<file path="config.mk">
export PLATFORM = sky130hd
export DESIGN_NAME = mesi_isc_broad_queue_flat
export DESIGN_NICKNAME = d
export VERILOG_FILES = /design/src/rtl/mesi_isc_broad_queue_if.sv /design/src/rtl/mesi_isc_broad_queue.sv /design/src/flat_wrapper.sv
export SDC_FILE = /design/constraint.sdc
export NUM_CORES = 1
export LEC_CHECK = 0
export ABC_AREA = 1
export BUFFER_PORTS_ARGS = -buffer_cell sky130_fd_sc_hd__buf_2
export CAP_MARGIN = 5
export CORE_MARGIN = 1.5
export CORE_UTILIZATION = 59
export DETAILED_ROUTE_END_ITERATION = 16
export PLACE_DENSITY_LB_ADDON = 0.3
export RECOVER_POWER = 50
export SYNTH_ARGS = -nofsm -noshare
export SYNTH_HDL_FRONTEND = slang
export SYNTH_SLANG_ARGS = --single-unit
</file>
<file path="constraint.sdc">
create_clock -name clk -period 2.25 [get_ports clk]
set_input_delay 0.1125 -clock clk [delete_from_list [all_inputs] [get_ports clk]]
set_output_delay 0.1125 -clock clk [all_outputs]
set_load 0.1 [all_outputs]
</file>
<file path="src/rtl/mesi_isc_broad_queue_if.sv">
// rtl/mesi_isc_broad_queue_if.sv - broadcast queue bus between main and broadcast controllers
// Purpose: bundles the push side (main controller), the head/pop side
//   (broadcast controller) and the status/error outputs of the queue.
// Modports:
//   master - controller side: drives broad_wr_i/addr/type/cpu_id and
//            broad_fifo_rd_i; observes ID, head entry, status and errors.
//   slave  - queue side: the mirror image of master.
interface mesi_isc_broad_queue_if #(
  parameter int ADDR_WIDTH       = 32,
  parameter int BROAD_TYPE_WIDTH = 2,
  parameter int BROAD_ID_WIDTH   = 5,
  parameter int FIFO_SIZE_LOG2   = 2
);
  logic                        broad_wr_i;
  logic [ADDR_WIDTH-1:0]       broad_addr_i;
  logic [BROAD_TYPE_WIDTH-1:0] broad_type_i;
  logic [1:0]                  broad_cpu_id_i;
  logic [BROAD_ID_WIDTH-1:0]   broad_id_o;
  logic                        broad_fifo_rd_i;
  logic [ADDR_WIDTH-1:0]       broad_snoop_addr_o;
  logic [BROAD_TYPE_WIDTH-1:0] broad_snoop_type_o;
  logic [1:0]                  broad_snoop_cpu_id_o;
  logic [BROAD_ID_WIDTH-1:0]   broad_snoop_id_o;
  logic                        fifo_status_empty_o;
  logic                        fifo_status_full_o;
  logic [FIFO_SIZE_LOG2:0]     fifo_count_o;
  logic                        overflow_err_o;
  logic                        underflow_err_o;

  modport master (
    output broad_wr_i, broad_addr_i, broad_type_i, broad_cpu_id_i, broad_fifo_rd_i,
    input  broad_id_o, broad_snoop_addr_o, broad_snoop_type_o, broad_snoop_cpu_id_o,
           broad_snoop_id_o, fifo_status_empty_o, fifo_status_full_o, fifo_count_o,
           overflow_err_o, underflow_err_o
  );

  modport slave (
    input  broad_wr_i, broad_addr_i, broad_type_i, broad_cpu_id_i, broad_fifo_rd_i,
    output broad_id_o, broad_snoop_addr_o, broad_snoop_type_o, broad_snoop_cpu_id_o,
           broad_snoop_id_o, fifo_status_empty_o, fifo_status_full_o, fifo_count_o,
           overflow_err_o, underflow_err_o
  );
endinterface

</file>
<file path="src/rtl/mesi_isc_broad_queue.sv">
// rtl/mesi_isc_broad_queue.sv - ID-tagging broadcast request FIFO
// Purpose: buffers snoop-broadcast requests in order, tags each accepted
//   push with a rolling broadcast ID and presents the head entry to the
//   broadcast controller, which retires it with a one-cycle pop pulse.
// Ports:
//   clk - rising-edge clock
//   rst - asynchronous active-low reset
//   bq  - queue bus (slave modport): push request, pop pulse, head entry,
//         next ID, empty/full/count status, sticky overflow/underflow flags
module mesi_isc_broad_queue #(
  parameter int ADDR_WIDTH       = 32,
  parameter int BROAD_TYPE_WIDTH = 2,
  parameter int BROAD_ID_WIDTH   = 5,
  parameter int FIFO_SIZE_LOG2   = 2
) (
  input logic                   clk,
  input logic                   rst,
  mesi_isc_broad_queue_if.slave bq
);
  localparam int DEPTH = 1 << FIFO_SIZE_LOG2;
  localparam logic [FIFO_SIZE_LOG2:0] DEPTH_CNT = (FIFO_SIZE_LOG2 + 1)'(DEPTH);

  logic [ADDR_WIDTH-1:0]       addr_mem [DEPTH];
  logic [BROAD_TYPE_WIDTH-1:0] type_mem [DEPTH];
  logic [1:0]                  cpu_mem  [DEPTH];
  logic [BROAD_ID_WIDTH-1:0]   id_mem   [DEPTH];

  logic [FIFO_SIZE_LOG2-1:0] rd_ptr;
  logic [FIFO_SIZE_LOG2-1:0] wr_ptr;
  logic [FIFO_SIZE_LOG2:0]   cnt;
  logic [BROAD_ID_WIDTH-1:0] id_cnt;
  logic                      overflow_err;
  logic                      underflow_err;

  logic empty;
  logic full;
  logic push_ok;
  logic pop_ok;

  assign empty = (cnt == '0);
  assign full  = (cnt == DEPTH_CNT);

  // A push at full is only taken when the head is retired in the same cycle,
  // so the freed slot is the one being written.
  assign push_ok = bq.broad_wr_i & (~full | bq.broad_fifo_rd_i);
  assign pop_ok  = bq.broad_fifo_rd_i & ~empty;

  always_ff @(posedge clk or negedge rst) begin
    if (!rst) begin
      rd_ptr        <= '0;
      wr_ptr        <= '0;
      cnt           <= '0;
      id_cnt        <= '0;
      overflow_err  <= 1'b0;
      underflow_err <= 1'b0;
      for (int i = 0; i < DEPTH; i++) begin
        addr_mem[i] <= '0;
        type_mem[i] <= '0;
        cpu_mem[i]  <= '0;
        id_mem[i]   <= '0;
      end
    end else begin
      if (push_ok) begin
        addr_mem[wr_ptr] <= bq.broad_addr_i;
        type_mem[wr_ptr] <= bq.broad_type_i;
        cpu_mem[wr_ptr]  <= bq.broad_cpu_id_i;
        id_mem[wr_ptr]   <= id_cnt;
        wr_ptr           <= wr_ptr + 1'b1;
        id_cnt           <= id_cnt + 1'b1;
      end
      if (pop_ok) begin
        rd_ptr <= rd_ptr + 1'b1;
      end
      case ({push_ok, pop_ok})
        2'b10:   cnt <= cnt + 1'b1;
        2'b01:   cnt <= cnt - 1'b1;
        default: cnt <= cnt;
      endcase
      if (bq.broad_wr_i & full & ~bq.broad_fifo_rd_i) begin
        overflow_err <= 1'b1;
      end
      if (bq.broad_fifo_rd_i & empty) begin
        underflow_err <= 1'b1;
      end
    end
  end

  // Head is read from storage, never bypassed from the push inputs, so a new
  // entry only appears the cycle after it is written.
  always_comb begin
    bq.broad_snoop_addr_o   = '0;
    bq.broad_snoop_type_o   = '0;
    bq.broad_snoop_cpu_id_o = '0;
    bq.broad_snoop_id_o     = '0;
    if (!empty) begin
      bq.broad_snoop_addr_o   = addr_mem[rd_ptr];
      bq.broad_snoop_type_o   = type_mem[rd_ptr];
      bq.broad_snoop_cpu_id_o = cpu_mem[rd_ptr];
      bq.broad_snoop_id_o     = id_mem[rd_ptr];
    end
  end

  assign bq.broad_id_o          = id_cnt;
  assign bq.fifo_status_empty_o = empty;
  assign bq.fifo_status_full_o  = full;
  assign bq.fifo_count_o        = cnt;
  assign bq.overflow_err_o      = overflow_err;
  assign bq.underflow_err_o     = underflow_err;
endmodule

</file>
<file path="src/flat_wrapper.sv">
// flat-port wrapper written by rule: the top's interface ports become plain ports
module mesi_isc_broad_queue_flat 
#(
  parameter int ADDR_WIDTH       = 32,
  parameter int BROAD_TYPE_WIDTH = 2,
  parameter int BROAD_ID_WIDTH   = 5,
  parameter int FIFO_SIZE_LOG2   = 2
)
  (clk, rst, bq_broad_wr_i, bq_broad_addr_i, bq_broad_type_i, bq_broad_cpu_id_i, bq_broad_fifo_rd_i, bq_broad_id_o, bq_broad_snoop_addr_o, bq_broad_snoop_type_o, bq_broad_snoop_cpu_id_o, bq_broad_snoop_id_o, bq_fifo_status_empty_o, bq_fifo_status_full_o, bq_fifo_count_o, bq_overflow_err_o, bq_underflow_err_o);
  mesi_isc_broad_queue_if #(.ADDR_WIDTH(ADDR_WIDTH), .BROAD_TYPE_WIDTH(BROAD_TYPE_WIDTH), .BROAD_ID_WIDTH(BROAD_ID_WIDTH), .FIFO_SIZE_LOG2(FIFO_SIZE_LOG2)) bq_i ();
  input logic clk;
  input logic rst;
  input wire logic [$bits(bq_i.broad_wr_i)-1:0] bq_broad_wr_i;
  input wire logic [$bits(bq_i.broad_addr_i)-1:0] bq_broad_addr_i;
  input wire logic [$bits(bq_i.broad_type_i)-1:0] bq_broad_type_i;
  input wire logic [$bits(bq_i.broad_cpu_id_i)-1:0] bq_broad_cpu_id_i;
  input wire logic [$bits(bq_i.broad_fifo_rd_i)-1:0] bq_broad_fifo_rd_i;
  output wire logic [$bits(bq_i.broad_id_o)-1:0] bq_broad_id_o;
  output wire logic [$bits(bq_i.broad_snoop_addr_o)-1:0] bq_broad_snoop_addr_o;
  output wire logic [$bits(bq_i.broad_snoop_type_o)-1:0] bq_broad_snoop_type_o;
  output wire logic [$bits(bq_i.broad_snoop_cpu_id_o)-1:0] bq_broad_snoop_cpu_id_o;
  output wire logic [$bits(bq_i.broad_snoop_id_o)-1:0] bq_broad_snoop_id_o;
  output wire logic [$bits(bq_i.fifo_status_empty_o)-1:0] bq_fifo_status_empty_o;
  output wire logic [$bits(bq_i.fifo_status_full_o)-1:0] bq_fifo_status_full_o;
  output wire logic [$bits(bq_i.fifo_count_o)-1:0] bq_fifo_count_o;
  output wire logic [$bits(bq_i.overflow_err_o)-1:0] bq_overflow_err_o;
  output wire logic [$bits(bq_i.underflow_err_o)-1:0] bq_underflow_err_o;
  assign bq_i.broad_wr_i = bq_broad_wr_i;
  assign bq_i.broad_addr_i = bq_broad_addr_i;
  assign bq_i.broad_type_i = bq_broad_type_i;
  assign bq_i.broad_cpu_id_i = bq_broad_cpu_id_i;
  assign bq_i.broad_fifo_rd_i = bq_broad_fifo_rd_i;
  assign bq_broad_id_o = bq_i.broad_id_o;
  assign bq_broad_snoop_addr_o = bq_i.broad_snoop_addr_o;
  assign bq_broad_snoop_type_o = bq_i.broad_snoop_type_o;
  assign bq_broad_snoop_cpu_id_o = bq_i.broad_snoop_cpu_id_o;
  assign bq_broad_snoop_id_o = bq_i.broad_snoop_id_o;
  assign bq_fifo_status_empty_o = bq_i.fifo_status_empty_o;
  assign bq_fifo_status_full_o = bq_i.fifo_status_full_o;
  assign bq_fifo_count_o = bq_i.fifo_count_o;
  assign bq_overflow_err_o = bq_i.overflow_err_o;
  assign bq_underflow_err_o = bq_i.underflow_err_o;
  mesi_isc_broad_queue #(.ADDR_WIDTH(ADDR_WIDTH), .BROAD_TYPE_WIDTH(BROAD_TYPE_WIDTH), .BROAD_ID_WIDTH(BROAD_ID_WIDTH), .FIFO_SIZE_LOG2(FIFO_SIZE_LOG2)) u_core (.clk(clk), .rst(rst), .bq(bq_i));
endmodule
</file>
==> results of run 1 <==
==> synth_stat cells (all sizes together) (3+ instances only) <==
| library cell | count |
|---|---|
| dfrtp | 178 |
| nand2 | 520 |
| a21oi | 41 |
| nand4 | 166 |
| inv | 15 |
| nor2 | 83 |
| xnor2 | 3 |
| buf | 67 |
| ha | 6 |
| nand3 | 8 |
| o21ai | 44 |
| clkbuf | 39 |
==> worst min-delay path: cells and delay by family <==
family / cells / cell delay [ns]
xor gates and xnor gates: 1 / 0.08
adders and majority gates: 1 / 0.19
buffers and inverters: 1 / 0.16
and+or+nand+nor: 1 / 0.11
==> cell families (layout without fill, tap and decap cells) <==
family                   Yosys count  after routing  share of synthesized area [%]
adder cells (fa/ha/maj)            7              7                           1.06
flip-flops                       178            178                           49.8
AND/OR/NAND/NOR                  780            780                           37.7
buffers and inverters            122            214                           6.10
AO/OA/AOI/OAI                     87             87                           4.92
XOR/XNOR                           5              5                          0.489
==> sequential cells by signal, indices dropped and copies added, names as in the netlist <==
signal,flops
u_core.rd_ptr,2
u_core.bq.fifo_count_o,3
u_core.id_mem,20
u_core.bq.overflow_err_o,1
u_core.bq.underflow_err_o,1
u_core.bq.broad_id_o,5
u_core.cpu_mem,8
u_core.addr_mem,128
u_core.wr_ptr,2
u_core.type_mem,8
==> worst max-delay path by stage <==
| stage | start | to | cells past startpoint |
|---|---|---|---|
| floorplan | u_core.bq.fifo_count_o[0] | bq_broad_snoop_addr_o[0] | 5 |
| global placement | u_core.bq.fifo_count_o[0] | u_core.bq.fifo_count_o[1] | 8 |
| detailed placement | u_core.bq.fifo_count_o[0] | u_core.bq.fifo_count_o[1] | 8 |
| CTS | u_core.rd_ptr[0] | bq_broad_snoop_addr_o[1] | 6 |
| global route | u_core.rd_ptr[0] | bq_broad_snoop_addr_o[21] | 7 |
| finish | u_core.rd_ptr[0] | bq_broad_snoop_id_o[4] | 6 |
==> per-layer routing <==
layer / track usage, % / up-vias / share of wire [%]
met1: 44.3 / 4268 / 41
li1: - / 4046 / -
met2: 52.8 / 471 / 49
met3: 5.35 / 51 / 8.3
met4: 14.3 / 0 / 2.0
met5: 0 / - / 0
==> layout make-up <==
cell class | count | area (sq um)
flip-flops and latches | 178 | 4460
repair buffers | 166 | 1840
fillers | 978 | 3310
well taps | 184 | 230
clock buffers | 18 | 439
multi-input cells | 879 | 4100
clock inverters | 14 | 200
inverters | 16 | 62.6
==> through the flow <==
step	hold slack [ns]	setup TNS, ns
4_1_cts	0.168	0
2_1_floorplan	-0.183	-20.51
3_3_place_gp	0.0520	0
5_1_grt	0.298	-0.00171
3_5_place_dp	0.0489	0
6_report	0.265	0
==> timing repair <==
item / in CTS / in global routing
setup buffers: 0 / 0
hold endpoints to repair: 175 / 0
hold buffers: 38 / 0
resized for setup: 1 / 9
endpoints found under the setup margin: 7 / 10
==> impl_metrics.json, run 1 <==
{
  "drive_gt1_share_pct": 14.3,
  "cts_tree": "yes",
  "clk_latency_ns": 0.43,
  "cp.buffers_inverters": 2,
  "synthArstFlopShare_pct": 100,
  "vias_per_cell": 6.07,
  "synth.distinct_cells": 23,
  "antenna_found_initial": 0,
  "die_w_um": 126,
  "cts_sinks": 178,
  "core_sq_um": 14600,
  "worst_setup_path_start_kind": "register",
  "layout_commonest_cell": "nand2_1",
  "finalHoldViolCount": 0,
  "r2r_end": "u_core.cpu_mem[2]",
  "layout_setup_ws_ns": 0.0815,
  "rows": 44,
  "die-area_sq_um": 15900,
  "status": "completed",
  "cp_max_fo": 83,
  "finalMaxSlewViolations": 0,
  "wl_per_cell_um": 17.4,
  "clkTransAtPathRegs_ns": 0.06,
  "max_stage_delay_ns": 0.43,
  "numCtsBuffers": 17,
  "fin_crit_sh_pct": 96.4,
  "finalCriticalPeriod_ns": 2.17,
  "layout_common_cells": "520 x nand2_1, 175 x dfrtp_1, 166 x nand4_1",
  "hold_path_depth": 4,
  "drv_cap": 0,
  "nets": 1305,
  "drtIter0Drc": 1179,
  "wl_mm": 25.3,
  "slowest_stage": "dfrtp_2",
  "ys.warnings.count": 0,
  "synth_edf_count": 0,
  "clockBufferDepth": 2,
  "crit_chain": "buf_16, nor2_1, nor2_1, o21ai_0, a21oi_1, buf_12",
  "fin_skew_ns": 0.00825,
  "fmax_ghz": 0.461,
  "r2r_cells": 7,
  "finalInstanceArea_sq_um": 11300,
  "root_buffer": "clkbuf_16",
  "initial_utilization_pct": 61.1,
  "slew_headroom_pct": 22.4,
  "grt_pass1_vias": 8429,
  "end_kind": "primary output",
  "drc": 0,
  "synth_top_area_share_pct": 49.8,
  "hpwl_mm": 14.1,
  "dp_slack_ns": 0.256,
  "crit_required_ns": 2.14,
  "tightest_slew_ns": 1.17,
  "ant_nets": 0,
  "syn_inst": 1179,
  "hp-start": "bq_broad_wr_i",
  "synth_top_cell_by_area": "dfrtp_1",
  "synthTopCellsByArea": "dfrtp_1 50%, nand2_1 22%, nand4_1 12%, nor2_1 3.5%, o21ai_0 2.5%",
  "ios": 93,
  "hp-class": "in2reg",
  "die-height_um": 126,
  "grt_usage_pct": 32.8,
  "syn_area_per_cell_sq_um": 7.59,
  "critical_path.top_delay_family": "buffers and inverters",
  "final-setup-viol-count": 0,
  "synth_flop_cell": "dfrtp_1",
  "diodes": 0,
  "worstPathArrival_ns": 2.06,
  "area_growth_pct": 26.7,
  "rrSetupSlack_ns": 0.19,
  "synth_seq_cells": 178,
  "fin_util_pct": 77.4,
  "syn_nets": 1226,
  "placed_cells_incl_taps": 1385,
  "r2r_start": "u_core.bq.fifo_count_o[0]",
  "numPortBuffers": 92,
  "place.gp.congestion": 0.777,
  "drtPass1Iterations": 7,
  "placed_area_sq_um": 10300,
  "min_to": "u_core.bq.fifo_count_o[0]",
  "stdcell_count": 1455,
  "syn_area_sq_um": 8950,
  "grt_pass1_wl_mm": 41.8,
  "num_vias": 8836,
  "grt.overflow.total": 0,
  "grt_max_degree": 172,
  "path_class": "reg2out",
  "ys_seq_area_share_pct": 49.8,
  "htreeDepth": 4,
  "cp_common_cell": "nor2_1"
}
Power of run 1 is left out: the tool's default activity adds up to more than one toggle a clock period on the data nets, which glitch-free logic cannot reach.
==> run 2, diff against run 1 <==
--- a/config.mk
+++ b/config.mk
@@ -9,7 +9,8 @@
 export BUFFER_PORTS_ARGS = -buffer_cell sky130_fd_sc_hd__buf_2
 export CAP_MARGIN = 5
 export CORE_MARGIN = 1.5
-export CORE_UTILIZATION = 59
+export CORE_UTILIZATION = 60
+export CTS_BUF_LIST = sky130_fd_sc_hd__clkbuf_4 sky130_fd_sc_hd__clkbuf_8
 export DETAILED_ROUTE_END_ITERATION = 16
 export PLACE_DENSITY_LB_ADDON = 0.3
 export RECOVER_POWER = 50
==> impl_metrics.json, run 2 (synthesis results as in run 1) <==
{
  "final-setup-viol-count": 0,
  "grt_max_degree": 172,
  "crit_chain": "inv_4, buf_12, nand2_1, nand2_1, nand2_1, a21oi_1, buf_12",
  "slew_headroom_pct": 9.53,
  "fmax_ghz": 0.460,
  "top_register": "u_core.addr_mem",
  "core_sq_um": 14500,
  "finalMaxSlewViolations": 0,
  "grt.overflow.total": 0,
  "layout_commonest_cell": "nand2_1",
  "drv_cap": 0,
  "ios": 93,
  "slowest_stage": "dfrtp_2",
  "wl_per_cell_um": 17.1,
  "drc": 0,
  "die-area_sq_um": 15700,
  "die_w_um": 125,
  "hpwl_mm": 13.8,
  "max_stage_delay_ns": 0.50,
  "layout_common_cells": "520 x nand2_1, 175 x dfrtp_1, 166 x nand4_1",
  "numPortBuffers": 92,
  "rows": 44,
  "finalCriticalPeriod_ns": 2.18,
  "vias_per_cell": 6.01,
  "diodes": 0,
  "clockBufferDepth": 2,
  "hp-class": "in2reg",
  "cts_sinks": 178,
  "worst_setup_path_start_kind": "register",
  "place.gp.congestion": 0.796,
  "root_buffer": "clkbuf_8",
  "top_regs": "u_core.addr_mem (128), u_core.id_mem (20)",
  "fin_skew_ns": 0.0167,
  "initial_utilization_pct": 61.6,
  "tns_ns": 0,
  "htreeDepth": 4,
  "num_vias": 8735,
  "grt_pass1_wl_mm": 40.5,
  "stdcell_count": 1454,
  "finalHoldViolCount": 0,
  "dp_slack_ns": 0.235,
  "drive_gt1_share_pct": 15.2,
  "end_kind": "primary output",
  "cp_max_fo": 36,
  "clkTransAtPathRegs_ns": 0.09,
  "crit_required_ns": 2.14,
  "drtIter0Drc": 1092,
  "drtPass1Iterations": 5,
  "tightest_slew_ns": 1.36,
  "cp_common_cell": "nand2_1",
  "hold_path_depth": 4,
  "cts_setup_buffers": 0,
  "cts_tree": "yes",
  "largest_register_ff_count": 128,
  "wl_mm": 24.9,
  "worstPathArrival_ns": 2.06,
  "path_class": "reg2out",
  "clk_latency_ns": 0.47,
  "numCtsBuffers": 17,
  "antenna_found_initial": 0,
  "area_growth_pct": 24.0,
  "fin_crit_sh_pct": 96.7,
  "r2r_cells": 7,
  "nets": 1304,
  "layout_setup_ws_ns": 0.0744,
  "status": "completed",
  "die-height_um": 125,
  "fin_util_pct": 76.4,
  "ant_nets": 0,
  "grt_usage_pct": 31.9,
  "grt_pass1_vias": 8160,
  "placed_cells_incl_taps": 1383
}
[run 2: critical path: cells and delay by family (launching register included)]
family / cells / cell delay [ns]
AOI/OAI and AO/OA: 1 / 0.26
DFF: 1 / 0.50
buffers and inverters: 3 / 0.63
and+or+nand+nor: 3 / 0.18
[run 2: path summary, 6_finish.rpt]
kind                                            from                   endpoint  slack (ns)
max in group asynchronous                        rst        u_core.addr_mem[22]        0.47
max reg2reg                u_core.bq.fifo_count_o[0]        u_core.addr_mem[31]        0.18
min                                    bq_broad_wr_i  u_core.bq.fifo_count_o[0]        0.21
min reg2reg                      u_core.addr_mem[30]        u_core.addr_mem[30]        0.47
min in group asynchronous                        rst          u_core.cpu_mem[0]        0.48
max                                 u_core.rd_ptr[0]  bq_broad_snoop_addr_o[25]        0.07
[run 2: area by class of cell]
cell class | count | area (sq um)
sequential | 178 | 4460
inverter | 16 | 62.6
clock inverter | 14 | 116
multi-input combinational | 879 | 4130
tap | 184 | 230
clock buffer | 18 | 241
timing repair buffer | 165 | 1850
fill | 1049 | 3430
[run 2: routing by layer]
metal / vias up / routed length [um] / GRT usage (%)
met5: - / 0 / 0
li1: 4045 / - / -
met4: 0 / 382 / 10.2
met3: 42 / 2190 / 6.55
met2: 460 / 12000 / 50.5
met1: 4188 / 10300 / 44.6
[run 2: stage by stage]
stage | hold slack [ns] | instance area (sq um)
after floorplan | -0.183 | 9060
after CTS | 0.157 | 11000
final | 0.212 | 11100
after detailed placement | 0.0962 | 10300
after global routing | 0.247 | 11100
after global placement | 0.0987 | 10300
[run 2: what timing repair did]
item,CTS,global route
cloned,0,1
gates resized for setup,7,18
endpoints found under the setup margin,15,26
hold endpoints to repair,197,0
hold buffers,38,0
Power of run 2 is left out for the same reason.
==> run 3, diff against run 2 <==
==> constraint.sdc (replaced) <==
create_clock -name clk -period 2.15 [get_ports clk]
set_input_delay 0.1075 -clock clk [delete_from_list [all_inputs] [get_ports clk]]
set_output_delay 0.1075 -clock clk [all_outputs]
set_load 0.1 [all_outputs]
==> impl_metrics.json, run 3 (synthesis results as in run 1) <==
{
  "clk_latency_ns": 0.48,
  "end_kind": "primary output",
  "top_regs": "u_core.addr_mem (128), u_core.id_mem (20)",
  "tightest_slew_ns": 1.44,
  "numPortBuffers": 92,
  "hp-class": "in2reg",
  "r2r_cells": 7,
  "diodes": 0,
  "max_stage_delay_ns": 0.48,
  "drive_gt1_share_pct": 16.4,
  "initial_utilization_pct": 61.6,
  "die-height_um": 125,
  "grt_max_degree": 172,
  "drtIter0Drc": 1313,
  "fmax_ghz": 0.475,
  "finalMaxSlewViolations": 0,
  "top_register": "u_core.addr_mem",
  "antenna_found_initial": 0,
  "numCtsBuffers": 17,
  "hold_path_depth": 4,
  "cp.buffers_inverters": 3,
  "slowest_stage": "dfrtp_2",
  "cts_sinks": 178,
  "vias_per_cell": 6.10,
  "finalCriticalPeriod_ns": 2.11,
  "critical_path.top_delay_family": "buffers and inverters",
  "grt_pass1_wl_mm": 41.9,
  "htreeDepth": 4,
  "final-seq-area_sq_um": 4470,
  "cp_max_fo": 27,
  "path_class": "reg2out",
  "ios": 93,
  "clockBufferDepth": 2,
  "num_vias": 8914,
  "die_w_um": 125,
  "drc": 0,
  "layout_common_cells": "520 x nand2_1, 174 x dfrtp_1, 166 x nand4_1",
  "grt_usage_pct": 33.2,
  "fillCellCount": 982,
  "place.gp.congestion": 0.802,
  "cts_tree": "yes",
  "wl_per_cell_um": 17.6,
  "multi_input_area_sq_um": 4180,
  "worst_setup_path_start_kind": "register",
  "die-area_sq_um": 15700,
  "finalHoldViolCount": 0,
  "hpwl_mm": 14.1,
  "root_buffer": "clkbuf_8",
  "final-setup-viol-count": 0,
  "drtPass1Iterations": 8,
  "fin_crit_sh_pct": 97.9,
  "grt.overflow.total": 0,
  "rsz0062_at_grt": "yes",
  "status": "completed",
  "drv_cap": 0,
  "crit_required_ns": 2.04,
  "clkTransAtPathRegs_ns": 0.08,
  "worstPathArrival_ns": 2.00,
  "nets": 1313,
  "layout_commonest_cell": "nand2_1",
  "fin_skew_ns": 0.0109,
  "wl_mm": 25.7,
  "crit_cells": 7,
  "cp_common_cell": "nand2_1",
  "area_growth_pct": 26.3,
  "fin_util_pct": 77.8,
  "core_sq_um": 14500,
  "ant_nets": 0,
  "grt_pass1_vias": 8408,
  "rows": 44,
  "largest_register_ff_count": 128,
  "crit_chain": "inv_4, buf_8, nand2_1, nand2_1, nand2_1, a21oi_1, buf_12",
  "slew_headroom_pct": 4.20
}
## run 3: cell type report
cell class / instances / area share, %
Timing Repair Buffer: 174 / 17.4
Tap cell: 184 / 2.04
Multi-Input combinational cell: 879 / 36.9
Sequential cell: 178 / 39.5
Inverter: 16 / 0.598
Clock inverter: 5 / 0.664
Clock buffer: 26 / 2.89
## run 3: tightest hold or removal path, cell delays in order
cell     delay, ns
buf_4         0.15
nand2_1       0.10
ha_1          0.19
xnor2_1       0.07
## run 3: path summary, 6_finish.rpt
path / from / to / slack, ns
setup / recovery: u_core.rd_ptr[0] / bq_broad_snoop_addr_o[31] / 0.04
setup reg to reg: u_core.bq.fifo_count_o[1] / u_core.addr_mem[57] / 0.09
max in group asynchronous: rst / u_core.addr_mem[11] / 0.32
hold reg to reg: u_core.addr_mem[12] / u_core.addr_mem[12] / 0.47
hold / removal: bq_broad_wr_i / u_core.bq.fifo_count_o[0] / 0.18
min in group asynchronous: rst / u_core.addr_mem[62] / 0.49
## run 3: per-stage QoR
| step | cell area, sq um | hold slack, ns | std cells | setup TNS [ns] | setup WS [ns] |
|---|---|---|---|---|---|
| after floorplan | 9070 | -0.188 | 1179 | -20.28 | -0.638 |
| after global placement | 10300 | 0.0998 | 1387 | 0 | 0.189 |
| after detailed placement | 10300 | 0.0984 | 1387 | 0 | 0.109 |
| after CTS | 11300 | 0.136 | 1460 | 0 | 0.00371 |
| after global routing | 11300 | 0.220 | 1462 | -0.00000733 | -0.00000733 |
| final | 11300 | 0.185 | 1462 | 0 | 0.0441 |
## run 3: what timing repair did
item                                    in CTS  in global routing
buffers inserted                             3                  0
gates cloned                                 1                  2
gates resized for setup                     26                 10
endpoints found under the hold margin      196                  0
endpoints found under the setup margin      42                 28
pin swaps                                    0                  5
hold buffers                                38                  0
## run 3: metal layers
layer / part of all wire, % / global-route usage [%] / vias up / wire length (um)
met1: 40 / 45.2 / 4271 / 10400
met2: 48 / 53.4 / 521 / 12400
met3: 9.0 / 5.22 / 57 / 2310
met5: 0 / 0 / - / 0
met4: 2.2 / 13.9 / 0 / 575
li1: - / - / 4065 / -
Power of run 3 is left out for the same reason.
